===== src/rtl/mini_alu_pkg.sv =====
// Shared definitions for the Mini_ALU serial datapath blocks.
// The state encoding is common to every bit-serial unit on the result path.
package mini_alu_pkg;

    localparam int DEFAULT_WIDTH = 6;

    typedef enum logic [1:0] {
        IDLE  = 2'd0,
        SHIFT = 2'd1,
        DONE  = 2'd2
    } serial_state_e;

endpackage


===== src/rtl/tc_serial_cell.sv =====
// One-bit two's-complement negation cell: passes bits through until the first 1
// has gone by, then inverts the remaining bits when the operand is negative.
module tc_serial_cell (
    input  logic clk,
    input  logic rst_n,
    input  logic clear,
    input  logic enable,
    input  logic bit_in,
    input  logic sign,
    output logic bit_out
);

    logic seen_one_reg;

    always_ff @(posedge clk or negedge rst_n) begin
        if (!rst_n) begin
            seen_one_reg <= 1'b0;
        end else if (clear) begin
            seen_one_reg <= 1'b0;
        end else if (enable) begin
            seen_one_reg <= seen_one_reg | bit_in;
        end
    end

    assign bit_out = (sign & seen_one_reg) ? ~bit_in : bit_in;

endmodule


===== src/rtl/twos_to_signmag.sv =====
// Bit-serial two's-complement to sign-magnitude decoder, one bit per clock,
// LSB first, with valid/ready handshakes on both sides.
module twos_to_signmag
    import mini_alu_pkg::*;
#(
    parameter int WIDTH = DEFAULT_WIDTH
) (
    input  logic             clk,
    input  logic             rst_n,
    input  logic             in_valid,
    output logic             in_ready,
    input  logic [WIDTH-1:0] in_data,
    output logic             out_valid,
    input  logic             out_ready,
    output logic             out_sign,
    output logic [WIDTH-1:0] out_mag,
    output logic             out_min
);

    localparam int CNT_W = (WIDTH > 2) ? $clog2(WIDTH) : 1;
    localparam logic [CNT_W-1:0] LAST_CNT = CNT_W'(WIDTH - 1);
    localparam logic [WIDTH-1:0] MIN_VAL  = {1'b1, {(WIDTH-1){1'b0}}};

    serial_state_e    state_reg, state_next;
    logic [WIDTH-1:0] operand_reg;
    logic [WIDTH-1:0] result_reg;
    logic [WIDTH-1:0] result_next;
    logic [CNT_W-1:0] cnt_reg;
    logic             sign_reg;
    logic             min_reg;
    logic             cell_out;
    logic             accept;
    logic             last_bit;

    assign accept      = in_valid & (state_reg == IDLE);
    assign last_bit    = (state_reg == SHIFT) && (cnt_reg == LAST_CNT);
    assign result_next = {cell_out, result_reg[WIDTH-1:1]};
    assign in_ready    = (state_reg == IDLE);
    assign out_valid   = (state_reg == DONE);

    tc_serial_cell u_cell (
        .clk     (clk),
        .rst_n   (rst_n),
        .clear   (state_reg == IDLE),
        .enable  (state_reg == SHIFT),
        .bit_in  (operand_reg[0]),
        .sign    (sign_reg),
        .bit_out (cell_out)
    );

    always_ff @(posedge clk or negedge rst_n) begin
        if (!rst_n) begin
            state_reg <= IDLE;
        end else begin
            state_reg <= state_next;
        end
    end

    always_comb begin
        state_next = state_reg;
        case (state_reg)
            IDLE:    if (in_valid) state_next = SHIFT;
            SHIFT:   if (cnt_reg == LAST_CNT) state_next = DONE;
            DONE:    if (out_ready) state_next = IDLE;
            default: state_next = IDLE;
        endcase
    end

    always_ff @(posedge clk or negedge rst_n) begin
        if (!rst_n) begin
            operand_reg <= '0;
            result_reg  <= '0;
            cnt_reg     <= '0;
            sign_reg    <= 1'b0;
            min_reg     <= 1'b0;
            out_sign    <= 1'b0;
            out_mag     <= '0;
            out_min     <= 1'b0;
        end else if (accept) begin
            operand_reg <= in_data;
            result_reg  <= '0;
            cnt_reg     <= '0;
            sign_reg    <= in_data[WIDTH-1];
            min_reg     <= (in_data == MIN_VAL);
        end else if (state_reg == SHIFT) begin
            operand_reg <= operand_reg >> 1;
            result_reg  <= result_next;
            cnt_reg     <= cnt_reg + 1'b1;
            // Result outputs only move on the final bit, so they never glitch mid-conversion.
            if (last_bit) begin
                out_sign <= sign_reg;
                out_mag  <= result_next;
                out_min  <= min_reg;
            end
        end
    end

endmodule


===== config.mk =====
export PLATFORM = sky130hd
export DESIGN_NAME = twos_to_signmag
export DESIGN_NICKNAME = d
export VERILOG_FILES = /design/src/rtl/mini_alu_pkg.sv /design/src/rtl/tc_serial_cell.sv /design/src/rtl/twos_to_signmag.sv
export SDC_FILE = /design/constraint.sdc
export NUM_CORES = 1
export LEC_CHECK = 0
export ABC_AREA = 1
export CAP_MARGIN = 20
export CORE_MARGIN = 5
export CORE_UTILIZATION = 52
export DETAILED_ROUTE_END_ITERATION = 6
export MAX_ROUTING_LAYER = met4
export PLACE_DENSITY = 0.9
export SLEW_MARGIN = 30
export SYNTH_ARGS = -nofsm -noshare
export SYNTH_HDL_FRONTEND = slang
export SYNTH_HIERARCHICAL = 1
export SYNTH_SLANG_ARGS = --single-unit

===== constraint.sdc =====
create_clock -name clk -period 2.2 [get_ports clk]
set_input_delay 0.55 -clock clk [delete_from_list [all_inputs] [get_ports clk]]
set_output_delay 0.55 -clock clk [all_outputs]
set_load 0.02 [all_outputs]

Word-level counts from Yosys, hierarchy flattened
Index checks and enable logic that the tools add are counted.
- flip-flop bits (word level): 28
- latch bits: 0
- bits in writable memories: 0
- ROM bits: 0
- word-level logic and storage cells: 42
- memories kept: 0
- $add $sub $neg: 1
- multipliers: 0
- div/mod/pow operators: 0
- order comparisons: 0
- equal/unequal tests: 7
- shift-type cells: 0
- mux-type cells: 13
- bitwise logic cells: 5
- reductions and logical operators: 6
- operator list (cell ; count):
    $mux 6 ; 4
    $eq 6x6->1 const B ; 1
    $mux 2 ; 3
    $mux 3 ; 2
    $pmux 2 s3 ; 1
    $reduce_and 3->1 ; 2
    $ne 2x2->1 const B ; 2
    $reduce_bool 2->1 ; 2
    $add 3x1->3 const B ; 1
    $eq 3x3->1 const B ; 1
    $mux 1 ; 3
    $and 1x1->1 ; 2
    $eq 2x1->1 const B ; 1
    $eq 2x2->1 const B ; 1
    $logic_not 2->1 ; 1
    $ne 2x1->1 const B ; 1
    $not 1->1 ; 2
    $logic_and 1x1->1 ; 1
    $or 1x1->1 ; 1

Longest topological paths before layout
Gate-level depths: netlist of run 1.
- depth in word-level cells: 4
- depth in mapped cells: 6
- depth with buffers taken out: 5

Modules after synthesis
The synthesis of run 1 kept the hierarchy.
- modules (own cells, without submodules) (module ; times used ; cells each ; area an instance (µm²) ; sequential area each (µm²)):
    twos_to_signmag ; 1 ; 121 ; 1082.3 ; 650.6
    tc_serial_cell ; 1 ; 9 ; 61.3 ; 25.0

Least setup slack after synthesis of run 1
Ideal clock, no wire load.
- path kind: reg-to-output
- start: reg state_reg[0]
- end: out in_ready
- arrival time: 789 ps
- data required time: 1650 ps
- setup slack: 861 ps
- cell stages (with the launch flop): 2
- buffers on the path: 0
- cell sequence: dfrtp_1 > nor2_2
- word-level cells in the longest chain between the ends: 1
- ends and longest elaborated chain (what ; RTL line ; text):
    from (decl) ; twos_to_signmag.sv:24 ; serial_state_e state_reg, state_next;
    from (signal assigned) ; twos_to_signmag.sv:55 ; state_reg <= state_next;
    $logic_not 2->1 ; twos_to_signmag.sv:38 ; assign in_ready = (state_reg == IDLE);
    to (decl) ; twos_to_signmag.sv:11 ; output logic in_ready,
No other way between the ends.

Final worst setup path of run 1
- start: reg state_reg[1]
- end: out out_valid
- word-level cells in the longest chain between the ends: 1
- ends and longest elaborated chain (what ; RTL line ; text):
    $eq 2x2->1 ; twos_to_signmag.sv:39 ; assign out_valid = (state_reg == DONE);
    to (decl) ; twos_to_signmag.sv:13 ; output logic out_valid,
No other way between the ends.

==> results of run 1 <==
==> cells by family (layout without fill, tap and decap cells) <==
logic type	count (synthesis)	in the layout	share of synthesized area, %
AND/OR/NAND/NOR	60	60	21.9
flip-flops	27	27	59.1
AO/OA/AOI/OAI	20	20	9.30
buffers and inverters	20	44	6.78
adder cells (fa/ha/maj)	2	2	2.19
XOR/XNOR	1	1	0.766
==> through the flow <==
stage / worst slack, ps / util, % / std cells / total power, mW / hold WS (ps)
6_report: 107 / 65.6 / 182 / 1.71 / 500
5_1_grt: 21.3 / 65.6 / 182 / 1.86 / 519
4_1_cts: 91.5 / 65.6 / 182 / 1.74 / 506
3_5_place_dp: 149 / 64.3 / 178 / 1.53 / 473
3_3_place_gp: 251 / 64.3 / 178 / 1.49 / 469
2_1_floorplan: 861 / - / 130 / 1.25 / 254
==> worst max-delay path: stages, from the launching register on <==
cell and delay, ps:
dfrtp_1 400, inv_1 110, nor2_1 100, clkdlybuf4s50_1 610
==> layer usage <==
layer,GRT usage [%],vias up,wire [um]
met3,2.76,4,123
met1,19.2,417,959
met2,23.5,23,987
met5,-,-,0
met4,6.95,0,42
li1,-,458,-
==> cells in the final DEF, fill, tap and decap left out <==
cell / synthesis / layout
nor2_1: 4 / 4
ha_1: 2 / 2
buf_4: 0 / 3
nand4_2: 1 / 1
clkinvlp_4: 0 / 1
o31ai_1: 1 / 1
inv_1: 17 / 17
clkbuf_4: 0 / 3
a21oi_2: 1 / 1
nor2_2: 1 / 1
dlygate4sd2_1: 0 / 1
nand2_1: 43 / 43
clkdlybuf4s50_1: 0 / 18
o21ai_0: 9 / 9
dfrtp_1: 27 / 27
inv_2: 1 / 1
o21ai_1: 9 / 9
xnor2_1: 1 / 1
nand3_1: 11 / 11
==> final cells by class <==
| class | instances | area [sq um] |
|---|---|---|
| multi-input cells | 83 | 390 |
| clock buffers | 3 | 22.5 |
| flip-flops and latches | 27 | 676 |
| fillers | 183 | 738 |
| inverters | 18 | 67.6 |
| well taps | 28 | 35.0 |
| repair buffers | 22 | 211 |
| clock inverters | 1 | 7.51 |
==> timing repair <==
action	4_1_cts	5_1_grt
endpoints found under the setup margin	1	0
buffers inserted	0	0
gates resized for setup	1	0
==> power groups by stage <==
stage	sequential [mW]	combinational (mW)	clock [mW]
floorplan	0.867	0.379	0
detailed placement	0.831	0.699	0
finish	0.820	0.682	0.212
global route	0.847	0.769	0.242
global placement	0.820	0.671	0
CTS	0.822	0.695	0.221
==> final timing paths <==
check,to,cells past startpoint
worst min register to register,result_reg[2],2
min in group asynchronous,result_reg[3],2
max in group asynchronous,operand_reg[3],2
worst min-delay path,result_reg[2],2
worst max register to register,operand_reg[1],3
worst max-delay path,out_valid,3
==> out/metrics.yaml, run 1 <==
yosys:
  async_flop_share_pct: 100
  ys_ff_latch: 27
  ys.flop_type: "dfrtp_1"
  synth_area_sq_um: 1140
  synth_area_per_cell_sq_um: 8.80
  yosysWarnings: 6
  syn-num-nets: 142
  yosysMostFrequentCell: "nand2_1"
  yosys-top-cells-count: "43 x nand2_1, 27 x dfrtp_1, 17 x inv_1, 11 x nand3_1"
  ys_top_cells_by_area: "dfrtp_1 59%, nand2_1 14%, inv_1 5.6%"
  ys_types: 15
  synth_area_leader_cell: "dfrtp_1"
  seq_area_frac_synth_pct: 59.1
  syn-instance-count: 130
  synth_edf_count: 0
  yosys.area.top_type_share_pct: 59.1
power_and_ir_drop:
  seqPwrFrac_pct: 47.8
  vdd_drop_max_uv: 629
  p_comb_share_pct: 39.8
  pwr-share-clk_pct: 12.4
  p_sw_mw: 0.676
  p_sw_share_pct: 39.4
  power-per-cell-area_nw_per_um2: 1220
  intPower_mw: 1.04
  p_leak_nw: 0.687
timing:
  setup_viol: 0
  slew-limit-headroom_pct: 39.9
  maxSlewViolCount: 0
  skew_ps: 6.96
  tns_ps: 0
  rsz0062_at_grt: "false"
  finalCritPeriodShare_pct: 95.1
  period_minus_slack_ps: 2090
  tightest_slew_ps: 895
  fmax_mhz: 478
  hold_viol: 0
placed_design:
  io_buffers: 19
  placed_area_sq_um: 1380
  place.gp.congestion: 0.828
  detailed_place_hpwl_um: 1610
final_layout:
  finalInstanceArea_sq_um: 1410
  diodes: 0
  drive_gt1_share_pct: 7.14
  nNetsFinal: 167
  area_growth_pct: 23.3
critical_path:
  r2r-start: "state_reg[0]"
  worstSetupEndpointType: "output pin"
  crit_fanout: 5
  startpoint_type: "flip-flop"
  required_ps: 1650
  critPathLaunch: "state_reg[1]"
  rrSetupSlack_ps: 670
  worstSetupPathType: "reg2out"
  cp_data_arrival_time_ps: 1540
floorplan:
  initial_core_util_pct: 53.2
  die_h_um: 56.9
  ios: 20
  rows: 17
  core_sq_um: 2150
  die-area_sq_um: 3240
  dieWidth_um: 56.9
route:
  postRouteWirelength_um: 2110
  drtAntennaViolNets: 0
  wl_per_cell_um: 11.6
  vias: 902
  drc: 0
  drt_iter0_drc: 23
  routed_via_density: 4.96
  firstDrtPassIters: 4
cts:
  htree_levels: 1
  clock_tree.buffer_depth: 2
  cts_root_buf: "clkbuf_4"
  insertion_delay_ps: 320
  path_clk_slew_ps: 140
  cts_sinks: 27
  hold_buffers: 0
  cts_tree: "built"
  cts_buffers: 3
global_route:
  first_global_vias: 877
  track_usage_pct: 15.1
  grt_max_degree: 28
  grt.overflow.total: 0
  grt_pass1_wl_um: 3760
  antenna_found_initial: 0
flow_run:
  drv_cap: 0
worst_hold_path:
  hold_path.class: "reg2reg"
  hold_start: "result_reg[2]"
status:
  status: "complete, no violations"
Note: power is estimated with default switching activity, not from simulation.
==> run 2: changes to the inputs <==
- SLEW_MARGIN: 30 -> default
==> results of run 2 <==
No change in the layout: final DEF, timing and power equal those of run 1.
